==> src/rtl/rtc_set_ctrl.sv <==
// ---------------------------------------------------------------------------
// rtc_set_ctrl
//
// Owns the load port of rtc_counter. Arbitrates between a button-driven edit
// session (mode/up/down) and an external time source with a valid/ready
// handshake, and issues one single-cycle 'synced' strobe per accepted update.
//
// Ports:
//   clk, rst                       system clock, async active-high reset
//   btn_mode, btn_up, btn_down     debounced, clk-synchronous button levels
//   rtc_hour/min/sec               current time from rtc_counter (edit snapshot)
//   ext_valid, ext_hour/min/sec    external time word
//   ext_ready                      external word can be accepted this cycle
//   ext_err                        pulse: accepted external word out of range
//   synced                         one-cycle load strobe to rtc_counter
//   hour_in/min_in/sec_in          load value, held after the strobe
//   editing, edit_field            edit session status (0 none,1 h,2 m,3 s)
//   blink                          square wave for the display while editing
// ---------------------------------------------------------------------------
module rtc_set_ctrl #(
  parameter int CLK_FREQ  = 50_000_000,
  parameter int TIMEOUT_S = 10
) (
  input  logic       clk,
  input  logic       rst,
  input  logic       btn_mode,
  input  logic       btn_up,
  input  logic       btn_down,
  input  logic [4:0] rtc_hour,
  input  logic [5:0] rtc_min,
  input  logic [5:0] rtc_sec,
  input  logic       ext_valid,
  input  logic [4:0] ext_hour,
  input  logic [5:0] ext_min,
  input  logic [5:0] ext_sec,
  output logic       ext_ready,
  output logic       ext_err,
  output logic       synced,
  output logic [4:0] hour_in,
  output logic [5:0] min_in,
  output logic [5:0] sec_in,
  output logic       editing,
  output logic [1:0] edit_field,
  output logic       blink
);

  localparam int TIMEOUT_CYC = CLK_FREQ * TIMEOUT_S;
  localparam int TW          = (TIMEOUT_CYC > 1) ? $clog2(TIMEOUT_CYC) : 1;
  localparam int BLINK_HALF  = (CLK_FREQ / 4 > 0) ? CLK_FREQ / 4 : 1;
  localparam int BW          = (BLINK_HALF > 1) ? $clog2(BLINK_HALF) : 1;

  localparam logic [TW-1:0] TIMEOUT_LAST = TW'(TIMEOUT_CYC - 1);
  localparam logic [BW-1:0] BLINK_LAST   = BW'(BLINK_HALF - 1);

  localparam logic [2:0] ST_RUN    = 3'd0;
  localparam logic [2:0] ST_EDIT_H = 3'd1;
  localparam logic [2:0] ST_EDIT_M = 3'd2;
  localparam logic [2:0] ST_EDIT_S = 3'd3;
  localparam logic [2:0] ST_COMMIT = 3'd4;
  localparam logic [2:0] ST_LOAD   = 3'd5;

  logic [2:0]    state, next_state;
  logic          mode_prev, up_prev, down_prev;
  logic          mode_edge, up_edge, down_edge, any_edge;
  logic          in_edit, next_in_edit;
  logic          handshake, ext_ok, timed_out;
  logic [4:0]    edit_hour;
  logic [5:0]    edit_min, edit_sec;
  logic [5:0]    hour_step, min_step, sec_step;
  logic [TW-1:0] tmo_cnt;
  logic [BW-1:0] blink_cnt;

  // Wrapping +1/-1 on a field whose legal range is 0..top.
  function automatic logic [5:0] step_field(input logic [5:0] value,
                                            input logic [5:0] top,
                                            input logic       inc);
    if (inc)
      return (value >= top) ? 6'd0 : value + 6'd1;
    else
      return (value == 6'd0 || value > top) ? top : value - 6'd1;
  endfunction

  assign mode_edge = btn_mode & ~mode_prev;
  assign up_edge   = btn_up & ~up_prev;
  assign down_edge = btn_down & ~down_prev;
  assign any_edge  = mode_edge | up_edge | down_edge;

  assign in_edit      = (state == ST_EDIT_H) || (state == ST_EDIT_M) || (state == ST_EDIT_S);
  assign next_in_edit = (next_state == ST_EDIT_H) || (next_state == ST_EDIT_M) ||
                        (next_state == ST_EDIT_S);

  // ext_ready is only ever high in RUN, so this is the RUN-state handshake.
  assign handshake = ext_ready & ext_valid;
  assign ext_ok    = (ext_hour < 5'd24) && (ext_min < 6'd60) && (ext_sec < 6'd60);

  // Any button activity wins over an expiring timeout in the same cycle.
  assign timed_out = in_edit && !any_edge && (tmo_cnt == TIMEOUT_LAST);

  assign hour_step = step_field({1'b0, edit_hour}, 6'd23, up_edge);
  assign min_step  = step_field(edit_min, 6'd59, up_edge);
  assign sec_step  = step_field(edit_sec, 6'd59, up_edge);

  // Previous button samples start at 1 so a button held through reset is not an edge.
  always_ff @(posedge clk or posedge rst) begin
    if (rst) begin
      mode_prev <= 1'b1;
      up_prev   <= 1'b1;
      down_prev <= 1'b1;
    end else begin
      mode_prev <= btn_mode;
      up_prev   <= btn_up;
      down_prev <= btn_down;
    end
  end

  // Next-state logic; an external handshake in RUN takes priority over a mode edge.
  always_comb begin
    next_state = state;
    case (state)
      ST_RUN: begin
        if (handshake) begin
          if (ext_ok) next_state = ST_LOAD;
        end else if (mode_edge) begin
          next_state = ST_EDIT_H;
        end
      end
      ST_EDIT_H: if (mode_edge) next_state = ST_EDIT_M; else if (timed_out) next_state = ST_RUN;
      ST_EDIT_M: if (mode_edge) next_state = ST_EDIT_S; else if (timed_out) next_state = ST_RUN;
      ST_EDIT_S: if (mode_edge) next_state = ST_COMMIT; else if (timed_out) next_state = ST_RUN;
      ST_COMMIT: next_state = ST_LOAD;
      ST_LOAD:   next_state = ST_RUN;
      default:   next_state = ST_RUN;
    endcase
  end

  always_ff @(posedge clk or posedge rst) begin
    if (rst) state <= ST_RUN;
    else     state <= next_state;
  end

  // Edit registers: snapshot on session entry, then up/down adjust the selected
  // field. A mode edge in the same cycle advances the field and ignores up/down.
  always_ff @(posedge clk or posedge rst) begin
    if (rst) begin
      edit_hour <= 5'd0;
      edit_min  <= 6'd0;
      edit_sec  <= 6'd0;
    end else if (state == ST_RUN && !handshake && mode_edge) begin
      edit_hour <= rtc_hour;
      edit_min  <= rtc_min;
      edit_sec  <= rtc_sec;
    end else if (in_edit && !mode_edge && (up_edge ^ down_edge)) begin
      case (state)
        ST_EDIT_H: edit_hour <= hour_step[4:0];
        ST_EDIT_M: edit_min  <= min_step;
        default:   edit_sec  <= sec_step;
      endcase
    end
  end

  // Inactivity counter: runs only while editing and restarts on any button edge.
  always_ff @(posedge clk or posedge rst) begin
    if (rst)
      tmo_cnt <= '0;
    else if (in_edit && !any_edge && !timed_out)
      tmo_cnt <= tmo_cnt + 1'b1;
    else
      tmo_cnt <= '0;
  end

  // Blink generator: starts low with a fresh count on entering the session and
  // is held cleared whenever the next state is not an edit state.
  always_ff @(posedge clk or posedge rst) begin
    if (rst) begin
      blink_cnt <= '0;
      blink     <= 1'b0;
    end else if (in_edit && next_in_edit) begin
      if (blink_cnt == BLINK_LAST) begin
        blink_cnt <= '0;
        blink     <= ~blink;
      end else begin
        blink_cnt <= blink_cnt + 1'b1;
      end
    end else begin
      blink_cnt <= '0;
      blink     <= 1'b0;
    end
  end

  // Registered outputs, all derived from the upcoming state so they change on
  // the same edge as the state register.
  always_ff @(posedge clk or posedge rst) begin
    if (rst) begin
      ext_ready  <= 1'b0;
      ext_err    <= 1'b0;
      synced     <= 1'b0;
      editing    <= 1'b0;
      edit_field <= 2'd0;
      hour_in    <= 5'd0;
      min_in     <= 6'd0;
      sec_in     <= 6'd0;
    end else begin
      ext_ready <= (next_state == ST_RUN);
      ext_err   <= handshake && !ext_ok;
      synced    <= (next_state == ST_LOAD);
      editing   <= next_in_edit;
      case (next_state)
        ST_EDIT_H: edit_field <= 2'd1;
        ST_EDIT_M: edit_field <= 2'd2;
        ST_EDIT_S: edit_field <= 2'd3;
        default:   edit_field <= 2'd0;
      endcase
      if (handshake && ext_ok) begin
        hour_in <= ext_hour;
        min_in  <= ext_min;
        sec_in  <= ext_sec;
      end else if (state == ST_COMMIT) begin
        hour_in <= edit_hour;
        min_in  <= edit_min;
        sec_in  <= edit_sec;
      end
    end
  end

endmodule

==> config.mk <==
export PLATFORM = sky130hd
export DESIGN_NAME = rtc_set_ctrl
export DESIGN_NICKNAME = d
export VERILOG_FILES = /design/src/rtl/rtc_set_ctrl.sv
export SDC_FILE = /design/constraint.sdc
export NUM_CORES = 1
export LEC_CHECK = 0
export BUFFER_PORTS_ARGS = -buffer_cell sky130_fd_sc_hd__buf_2
export CAP_MARGIN = 10
export CORE_ASPECT_RATIO = 1.2
export CORE_MARGIN = 2
export CORE_UTILIZATION = 30
export CTS_CLUSTER_DIAMETER = 60
export DETAILED_ROUTE_END_ITERATION = 10
export SETUP_SLACK_MARGIN = 0.15
export SYNTH_ARGS = -nofsm -noshare
export SYNTH_HDL_FRONTEND = slang
export SYNTH_SLANG_ARGS = --single-unit
==> constraint.sdc <==
create_clock -name clk -period 4.76 [get_ports clk]
set_clock_uncertainty 0.05 [all_clocks]
set_input_delay 0.952 -clock clk [delete_from_list [all_inputs] [get_ports clk]]
set_output_delay 0.952 -clock clk [all_outputs]
set_load 0.005 [all_outputs]
==> summary.md, run 1 <==
| Metric | Value |
|---|---|
| Die H | `around 160 um` |
| HP Start | `blink_cnt[0]$_DFF_PP0_` |
| Tot Pwr | `3.255 mW` |
| Post-synth top flop | `dfrtp_1` |
| Vias in the first global route | `4500` |
| First-pass GRT wire length | `about 23000 um` |
| CTS tree | `built` |
| DRT iter0 DRCs | `409` |
| Crit Path Max Fanout | `29` |
| Die Area | `roughly 20000 um^2` |
| #FFs+latches synth | `100` |
| Fin. Hold Viols | `0` |
| Via count | `about 4700` |
| Setup Fix Bufs, Post-CTS | `0` |
| Share of power burned in registers | `0.412` |
| P_sw | `between 1 and 1.5 mW` |
| Post-synth EDFFs | `0` |
| DR vias/cell | `5.052` |
| Internal Power | `between 1.5 and 2 mW` |
| Congestion Overflow GR | `0` |
| Critical path required time | `between 4 and 5 ns` |
| Worst hold path class | `flop to flop` |
| Longest Clk Path Bufs | `2` |
| Drt pass-1 iters | `5` |
| Final weighted congestion in routability-driven placement | `0.8166` |
| Setup TNS | `0 ns` |
| PD cells | `approximately 500 nW/um^2` |
| Starting Density | `0.3050` |
| H-tree depth | `3` |
| Tmin final | `about 2.7 ns` |
| Initial antenna violation count | `0` |
| Status | `finished, final reports clean` |
| CTS resizes | `0` |
| Yosys warning count | `0` |
| CTS clk-pin slew, worst paths | `~0.070 ns` |
| Worst reg2reg endpoint | `edit_hour[0]$_DFFE_PP0P_` |
| Global Route Usage Sum | `0.1431` |
| Post-route ant nets | `0` |
| Combinational Power Share | `0.354` |
| Mean Syn Cell Area | `between 8 and 9 um^2` |
| Crit-path cells | `buf_2 > nor2b_2 > buf_4 > or3_1 > nor3_1 > nand2_1 > nor2_1` |
| Chip width | `between 100 and 150 um` |
| Max frequency | `367.6 MHz` |
| Cell count after placement | `between 900 and 1000` |
| Worst Setup End Kind | `flop` |
| Share of post-route cells with drive strength above 1 | `0.1569` |
| Slowest stage delay, CP | `0.62 ns` |
| Cells after synthesis | `637` |
| Final setup fails | `0` |
| Worst slew pin tran | `1.010 ns` |
| Max_cap viols | `0` |
| DRT Wirelength | `between 10000 and 15000 um` |
| FF-to-FF Start | `state[1]$_DFF_PP0_` |
| Residual DRC | `0` |
| IO Pins | `64` |
| Avg WL per Cell | `about 15 um` |
| Fin crit share | `0.5715` |
| Seq/Total Area, Yosys | `0.4373` |
| CP max-delay cell | `nand2_1` |
| Root buf cell | `clkbuf_16` |
| Hold Slack | `around 0.44 ns` |
| Post-synth net total | `687` |
| CP startpoint kind | `primary input` |
| Rel. slew slack | `0.3250` |
| # clock sinks | `100` |
| Worst-Skew Late Latency | `0.36 ns` |
| Rows | `between 50 and 60` |
| Post-synth cell types | `64` |
| TritonCTS Buffers | `9` |
| Post-DP HPWL | `approximately 9800 um` |
| Largest net degree at the start of global routing | `around 80` |
| Max IR drop VDD | `about 0.20 mV` |
| WHS Path Cells | `1` |
| Ys async rst share | `1.000` |
| CP Class | `primary input to flop` |
| Worst Hold Endpoint | `blink_cnt[0]$_DFF_PP0_` |
| Area growth, synth to finish | `14.41%` |
| Final #Nets | `727` |
| Core Region | `roughly 19000 um^2` |
| Hold buffer count at CTS | `0` |
| R2r worst-path depth | `4` |
| Ant diodes | `0` |
| R2r setup slk | `around 2.2 ns` |
| Lkg Pwr | `between 2 and 3 nW` |
| Clk pwr share | `0.234` |
| RSZ-0062 raised after global routing | `no` |
| Post-synthesis cell area | `between 5000 and 6000 um^2` |
| Sw Share | `0.3931` |
| Number of I/O port buffers | `63` |
| Final Max Slew Viols | `0` |
| Arr. time, crit path | `between 2 and 3 ns` |
| Final non-filler cell total | `between 900 and 1000` |
## layer usage
| layer | track usage | up-vias | part of all wire |
|---|---|---|---|
| li1 | - | 2325 | - |
| met5 | 0 | - | 0 |
| met4 | 0.04455 | 0 | 0.011 |
| met2 | 0.2376 | 104 | 0.49 |
| met3 | 0.02613 | 11 | 0.040 |
| met1 | 0.1884 | 2299 | 0.46 |
## power by group through the flow
| stage | Combinational (mW) | Clock (mW) | Sequential [mW] |
|---|---|---|---|
| 5_1_grt | 1.32 | 0.823 | 1.38 |
| 3_5_place_dp | 1.16 | 0 | 1.35 |
| 4_1_cts | 1.16 | 0.788 | 1.34 |
| 3_3_place_gp | 1.16 | 0 | 1.35 |
| 2_1_floorplan | 0.986 | 0 | 1.18 |
| 6_report | 1.15 | 0.763 | 1.34 |
## cells in the mapped netlist, types with 6 or more instances
| master | instances | area share |
|---|---|---|
| nor2_1 | 104 | 0.068 |
| dfrtp_1 | 97 | 0.42 |
| nand2_1 | 38 | 0.025 |
| xnor2_1 | 38 | 0.058 |
| a21oi_1 | 34 | 0.030 |
| nand3_1 | 34 | 0.030 |
| clkbuf_1 | 28 | 0.018 |
| inv_1 | 20 | 0.013 |
| nor3_1 | 20 | 0.017 |
| xor2_1 | 20 | 0.031 |
| mux2i_1 | 19 | 0.033 |
| nand4_1 | 17 | 0.019 |
| o21ai_0 | 14 | 0.012 |
| a31oi_1 | 13 | 0.014 |
| nor4_1 | 12 | 0.013 |
| buf_2 | 10 | 0.0087 |
| ha_1 | 10 | 0.022 |
| and3_1 | 8 | 0.0087 |
| or3_1 | 7 | 0.0076 |
| nor2b_1 | 6 | 0.0066 |
| o31ai_1 | 6 | 0.0079 |
## logic make-up (layout without fill, tap and decap cells)
family / count (synthesis) / count (layout) / synth area share
multiplexers: 24 / 24 / 0.04301
adder cells (fa/ha/maj): 10 / 10 / 0.02183
buffers and inverters: 59 / 104 / 0.04149
flip-flops: 100 / 100 / 0.4373
AND/OR/NAND/NOR: 274 / 274 / 0.2362
XOR/XNOR: 58 / 58 / 0.08865
AO/OA/AOI/OAI: 112 / 112 / 0.1314
## metrics by stage
stage	worst slack (ns)	utilization	cell area, um^2
after floorplan	1.144	-	5731
after global placement	1.690	0.3327	6251
after detailed placement	1.605	0.3327	6251
after CTS	1.997	0.3490	6556
after global routing	1.798	0.3490	6556
final	2.040	0.3490	6556
## how the worst max path moves through the flow
stage | start | end | slack (ns) | depth (start not counted)
finish | btn_up | tmo_cnt[16]$_DFF_PP0_ | 2.04 | 7
global route | btn_up | tmo_cnt[13]$_DFF_PP0_ | 1.80 | 7
CTS | btn_up | tmo_cnt[16]$_DFF_PP0_ | 2.00 | 7
detailed placement | btn_up | tmo_cnt[16]$_DFF_PP0_ | 1.61 | 7
global placement | btn_up | tmo_cnt[26]$_DFF_PP0_ | 1.69 | 7
floorplan | rst | blink$_DFFE_PP0P_ | 1.14 | 1
## critical path, delay by kind of cell
kind	cells	cell delay, ns
buffers and inverters	2	0.32
AND/OR/NAND/NOR	5	1.66
## state kept, by name, indices dropped and copies added (netlist names)
register and flops:
min_in 6, edit_min 6, ext_ready 1, edit_sec 6, mode_prev 1, ext_err 1
state 3, edit_hour 5, up_prev 1, blink_cnt 24, hour_in 5, synced 1
sec_in 6, tmo_cnt 29, down_prev 1, editing 1, blink 1, edit_field 2
## cell usage in the layout, fill, tap and decap left out, drive strengths merged, types with 6 or more instances in the layout
master  instances
ha             10
inv            24
nor4           14
nand2          38
and3            8
dfrtp          97
or3             7
mux2i          19
nand3          34
nor2          104
nor2b           6
nand4          18
and4            6
a31oi          13
nor3           20
o31ai           6
a21oi          34
clkbuf          9
buf            68
xnor2          38
xor2           20
o21ai          16
## area by class of cell
class	instances	area (um^2)
fillers	1918	12230
multi-input cells	478	2994
flip-flops and latches	100	2506
repair buffers	68	352.8
well taps	256	320.3
clock buffers	9	225.2
clock inverters	7	80.08
inverters	20	77.57
Power figures use the tool's default switching activity.
==> run 2, diff against run 1 <==
Clock period 4.76 ns to 2.6 ns, I/O delays scaled along.
==> summary.md, run 2 (synthesis results as in run 1) <==
| Metric | Value |
|---|---|
| Status | `finished, final reports clean` |
| Initial antenna violation count | `0` |
| DR vias/cell | `between 4 and 5` |
| Residual DRC | `0` |
| Worst-Skew Late Latency | `approximately 0.34 ns` |
| Final weighted congestion in routability-driven placement | `0.8773` |
| H-tree depth | `3` |
| PD cells | `885.3 nW/um^2` |
| Largest net degree at the start of global routing | `45` |
| Avg WL per Cell | `14.79 um` |
| Most common cell after layout, fill and taps aside | `nor2_1` |
| CP delay by family, top | `compound AO/OA/AOI/OAI gates` |
| Final #Nets | `740` |
| Max_cap viols | `0` |
| Max frequency | `about 470 MHz` |
| Hold buffer count at CTS | `0` |
| Setup Fix Bufs, Post-CTS | `0` |
| CTS resizes | `0` |
| Worst hold path class | `primary input to asynchronous set/reset pin` |
| Hold Slack | `around 0.23 ns` |
| Critical path required time | `between 2 and 3 ns` |
| # clock sinks | `100` |
| Rel. slew slack | `0.5345` |
| Ant diodes | `0` |
| Number of I/O port buffers | `63` |
| Crit Path Max Fanout | `7` |
| Tot Pwr | `just under 6 mW` |
| Share of post-route cells with drive strength above 1 | `0.1698` |
| Final setup fails | `0` |
| Fin. Hold Viols | `0` |
| Vias in the first global route | `4586` |
| CTS clk-pin slew, worst paths | `0.07 ns` |
| Chip width | `130.2 um` |
| Area growth, synth to finish | `15.96%` |
| Max IR drop VDD | `around 0.35 mV` |
| Worst slew pin tran | `roughly 0.7 ns` |
| Worst setup margin | `roughly 0.47 ns` |
| Post-DP HPWL | `10010 um` |
| Final Max Slew Viols | `0` |
| Via count | `between 4000 and 5000` |
| Arr. time, crit path | `around 2.3 ns` |
| Longest Clk Path Bufs | `2` |
| CP Buf/Inv Count | `1` |
| Slowest stage delay, CP | `0.46 ns` |
| Rows | `55` |
| Top reg by flops | `tmo_cnt` |
| Most frequent cells in the layout | `nor2_1 (104), dfrtp_1 (97), buf_2 (63), nand2_1 (38), xnor2_1 (38)` |
| Fin crit share | `0.8203` |
| First-pass GRT wire length | `roughly 23000 um` |
| CP Class | `flop to flop` |
| CP startpoint kind | `flop` |
| Setup TNS | `0 ns` |
| Congestion Overflow GR | `0` |
| Core Region | `roughly 19000 um^2` |
| Drt pass-1 iters | `4` |
| CTS tree | `built` |
| Crit-path cells | `inv_1 > ha_1 > nor2b_1 > a32oi_1 > nand3_1 > a22o_1 > mux2_2` |
| Post-route ant nets | `0` |
| Worst Setup End Kind | `flop` |
| Tmin final | `roughly 2.1 ns` |
| Starting Density | `0.3050` |
| Lkg Pwr | `2.673 nW` |
| DRT Wirelength | `~14000 um` |
| IO Pins | `64` |
| Root buf cell | `clkbuf_16` |
| Die H | `between 150 and 200 um` |
| Die Area | `~20000 um^2` |
| Max reg flops | `29` |
| DRT iter0 DRCs | `383` |
| Pre-CTS setup slack | `approximately 0.43 ns` |
| RSZ-0062 raised after global routing | `no` |
| Global Route Usage Sum | `0.1423` |
| CP max-delay cell | `dfrtp_1` |
| Fillers | `about 1900` |
| TritonCTS Buffers | `9` |
| Top Registers | `tmo_cnt (29), blink_cnt (24)` |
run 2: worst register-to-register path: cells and delay by family (launching register included):
family                   cells  cell delay (ns)
AND/OR/NAND/NOR              2             0.27
AO/OA/AOI/OAI                2             0.64
multiplexers                 1             0.26
buffers and inverters        1             0.13
adder cells (fa/ha/maj)      1             0.22
flip-flops                   1             0.46
run 2: metrics by stage:
step | utilization | instances | instance area [um^2]
after global routing | 0.3537 | 951 | 6645
after global placement | 0.3393 | 935 | 6375
after floorplan | - | 637 | 5734
after CTS | 0.3537 | 951 | 6645
after detailed placement | 0.3393 | 935 | 6375
final | 0.3537 | 951 | 6645
run 2: where the power goes:
part	switching [mW]	internal (mW)	leakage, nW	total [mW]
Combinational	1.18	1.00	1.26	2.19
Sequential	0.530	1.91	1.28	2.44
Clock	0.603	0.656	0.127	1.26
Total	2.32	3.57	2.67	5.88
run 2: final cells by class:
class	instances	area [um^2]	area share
Multi-Input combinational cell	478	2994	0.4506
Sequential cell	100	2506	0.3771
Timing Repair Buffer	81	475.5	0.07155
Tap cell	256	320.3	0.04820
Clock buffer	11	232.7	0.03502
Inverter	20	78.83	0.01186
Clock inverter	5	37.54	0.005649
run 2: worst paths after layout:
kind	from	end	slack, ns	depth (start not counted)
max in group asynchronous	rst	mode_prev$_DFF_PP1_	1.57	3
setup / recovery	edit_min[0]$_DFFE_PP0P_	edit_min[4]$_DFFE_PP0P_	0.47	7
min in group clk	btn_up	up_prev$_DFF_PP1_	0.23	1
hold reg to reg	blink_cnt[0]$_DFF_PP0_	blink_cnt[0]$_DFF_PP0_	0.44	1
hold / removal	rst	edit_field[0]$_DFF_PP0_	0.23	2
setup reg to reg	edit_min[0]$_DFFE_PP0P_	edit_min[4]$_DFFE_PP0P_	0.47	7
run 2: routing by layer:
metal	up-vias	share of wire	GRT usage
met5	-	0	0
met4	0	0.0097	0.04199
met3	13	0.041	0.02579
met2	90	0.50	0.2364
met1	2265	0.45	0.1884
li1	2354	-	-
==> run 3, diff against run 2 <==
Settings changed: ABC_AREA set to 1.
Clock period 2.6 ns to 1.7 ns, I/O delays scaled along.
==> summary.md, run 3 <==
| Metric | Value |
|---|---|
| Status | `finished, violations left` |
| Failing checks | `setup timing` |
| Largest family of logic cells by synthesized area | `simple AND/OR/NAND/NOR gates` |
| Avg WL per Cell | `14.47 um` |
| Starting Density | `0.3040` |
| Post-synth EDFFs | `0` |
| Ant diodes | `0` |
| DRT iter0 DRCs | `roughly 380` |
| Top reg by flops | `tmo_cnt` |
| Max reg flops | `29` |
| Synth Area in Compound Gates | `0.1023` |
| Share of post-route cells with drive strength above 1 | `0.3837` |
| CTS tree | `built` |
| Die Area | `roughly 22000 um^2` |
| Rows | `57` |
| H-tree depth | `3` |
| Worst hold path class | `primary input to flop` |
| DR vias/cell | `between 4 and 5` |
| First-pass GRT wire length | `around 31000 um` |
| Worst slew pin tran | `about 0.48 ns` |
| IO Pins | `64` |
| Synth Area in XOR/XNOR | `0.03581` |
| Slowest stage delay, CP | `~0.37 ns` |
| Post-synth cell types | `39` |
| Max_cap viols | `0` |
| TritonCTS Buffers | `9` |
| Worst Setup End Kind | `flop` |
| Worst-Skew Late Latency | `~0.37 ns` |
| Post-synth net total | `around 880` |
| CP Class | `flop to flop` |
| Congestion Overflow GR | `0` |
| Mean Syn Cell Area | `between 7 and 8 um^2` |
| Most common cell after layout, fill and taps aside | `nand2_1` |
| Multi-input gate area | `about 3700 um^2` |
| Tmin final | `approximately 1.8 ns` |
| Adder-cell share of the synthesized area | `0.02046` |
| Area share of the largest cell type after synthesis | `0.3970` |
| Initial antenna violation count | `0` |
| Final weighted congestion in routability-driven placement | `between 0.8 and 0.9` |
| Dominant cell type by area after synthesis | `dfrtp_1` |
| # clock sinks | `100` |
| Fin. Hold Viols | `0` |
| Root buf cell | `clkbuf_16` |
| Final non-filler cell total | `around 1300` |
| Lkg Pwr | `roughly 4.0 nW` |
| Drt pass-1 iters | `5` |
| Cell mode on critical path | `nand2_2` |
| Yosys warning count | `0` |
| Final Max Slew Viols | `0` |
| Pre-CTS setup slack | `-0.1387 ns` |
| Worst setup margin | `-0.07860 ns` |
| Max IR drop VDD | `0.7386 mV` |
| Register area | `approximately 2500 um^2` |
| Post-DP HPWL | `around 13000 um` |
| Hold Slack | `between 0.05 and 0.06 ns` |
| Global Route Usage Sum | `0.1775` |
| Vias in the first global route | `about 6500` |
| Fin crit share | `1.046` |
| PD cells | `around 1300 nW/um^2` |
| Ys async rst share | `1.000` |
| #FFs+latches synth | `100` |
| Core Region | `between 20000 and 25000 um^2` |
| Setup TNS | `-1.673 ns` |
| Largest net degree at the start of global routing | `88` |
| CP startpoint kind | `flop` |
| Residual DRC | `0` |
| Post-synth top cells | `nand2_1 (161), inv_1 (104), nor2_1 (102), dfrtp_1 (97), nand3_1 (88)` |
| Critical path required time | `1.90 ns` |
| Longest Clk Path Bufs | `2` |
| CP max-delay cell | `dfrtp_1` |
| Top Registers | `tmo_cnt (29), blink_cnt (24)` |
| Area growth, synth to finish | `47.60%` |
| Cells after synthesis | `831` |
| Seq/Total Area, Yosys | `0.4099` |
| Most frequent cells in the layout | `nand2_1 (145), buf_4 (119), inv_1 (93), dfrtp_1 (89), nand3_1 (80)` |
| CTS clk-pin slew, worst paths | `approximately 0.080 ns` |
| Post-route ant nets | `0` |
| Post-synth top flop | `dfrtp_1` |
| RSZ-0062 raised after global routing | `yes` |
| Cell count after placement | `between 1000 and 1500` |
| Final #Nets | `approximately 1100` |
| Arr. time, crit path | `slightly below 2 ns` |
| Number of I/O port buffers | `63` |
| Via count | `between 6000 and 7000` |
| Rel. slew slack | `0.6738` |
| Fillers | `around 2000` |
| DRT Wirelength | `around 19000 um` |
| Cell with the most instances after synthesis | `nand2_1` |
| Chip width | `134.3 um` |
| R2r setup slk | `-0.08 ns` |
| Die H | `160.4 um` |
| Post-synthesis cell area | `between 6000 and 7000 um^2` |
| Crit-path cells | `ha_2 > nand2_2 > nor2_4 > nand2_2 > nor2_4 > nand3_2 > nand3_2 > nand2_2 > nand2_2 > nand2_2 > nand2_4 > buf_12 > nor2_1` |
| Top post-synthesis cells by area | `dfrtp_1 (40%), nand2_1 (9.9%), nand3_1 (7.2%)` |
| Simple-gate area share of the yosys netlist | `0.3456` |
| Crit Path Max Fanout | `12` |
| Final setup fails | `37` |
| Max frequency | `~560 MHz` |
| Share of synthesized area spent on multiplexers | `0` |
-- run 3: routing by layer --
layer | routed length (um) | GRT usage | up-vias
met1 | 8079 | 0.2253 | 3101
met3 | 695 | 0.01831 | 39
met4 | 436 | 0.06746 | 0
met5 | 0 | 0 | -
met2 | 9866 | 0.3101 | 153
li1 | - | - | 3207
-- run 3: worst paths after layout --
kind | startpoint | to | depth (start not counted)
min in group asynchronous | rst | blink$_DFFE_PP0P_ | 4
setup reg to reg | tmo_cnt[0]$_DFF_PP0_ | blink$_DFFE_PP0P_ | 13
hold reg to reg | blink$_DFFE_PP0P_ | blink$_DFFE_PP0P_ | 3
max in group asynchronous | rst | edit_hour[0]$_DFFE_PP0P_ | 4
setup / recovery | tmo_cnt[0]$_DFF_PP0_ | blink$_DFFE_PP0P_ | 13
hold / removal | btn_down | down_prev$_DFF_PP1_ | 1
-- run 3: repair_timing --
action                                 CTS  global route
gates cloned                             2             1
hold buffers                             1             0
setup endpoints to repair               88            95
gates resized for setup                 93           121
endpoints found under the hold margin   13             0
pin swaps                               23            36
buffers inserted                        14            19
-- run 3: area by class of cell --
| class | instances | share of cell area |
|---|---|---|
| Multi-Input combinational cell | 599 | 0.4068 |
| Sequential cell | 100 | 0.2788 |
| Timing Repair Buffer | 227 | 0.1978 |
| Inverter | 110 | 0.04783 |
| Tap cell | 265 | 0.03674 |
| Clock buffer | 9 | 0.02495 |
| Clock inverter | 7 | 0.006239 |
| Timing Repair inverter | 1 | 0.0008318 |
-- run 3: cells by family (layout without fill, tap and decap cells) --
| family | Yosys count | after routing |
|---|---|---|
| flops | 100 | 100 |
| xor+xnor | 25 | 25 |
| compound gates | 104 | 104 |
| fa+ha+maj | 10 | 10 |
| buf+inv | 132 | 354 |
| simple gates | 460 | 460 |
-- run 3: power by group --
| group | internal, mW | switching (mW) | total (mW) | leakage [nW] |
|---|---|---|---|---|
| logic | 2.78 | 3.05 | 5.84 | 2.57 |
| registers | 2.92 | 0.588 | 3.51 | 1.30 |
| clock network | 1.02 | 1.03 | 2.05 | 0.142 |
-- run 3: critical path: cells and delay by family (launching register included) --
kind                     cells  cell delay, ns
flip-flops                   1            0.37
AND/OR/NAND/NOR             11            0.91
buffers and inverters        1            0.15
adder cells (fa/ha/maj)      1            0.19
-- run 3: stage by stage --
| stage | total power [mW] | util | instance area (um^2) |
|---|---|---|---|
| 3_5_place_dp | 8.102 | 0.3838 | 7719 |
| 6_report | 11.40 | 0.4487 | 9025 |
| 4_1_cts | 10.67 | 0.4223 | 8493 |
| 3_3_place_gp | 8.066 | 0.3838 | 7719 |
| 2_1_floorplan | 6.206 | - | 6171 |
| 5_1_grt | 12.20 | 0.4487 | 9025 |
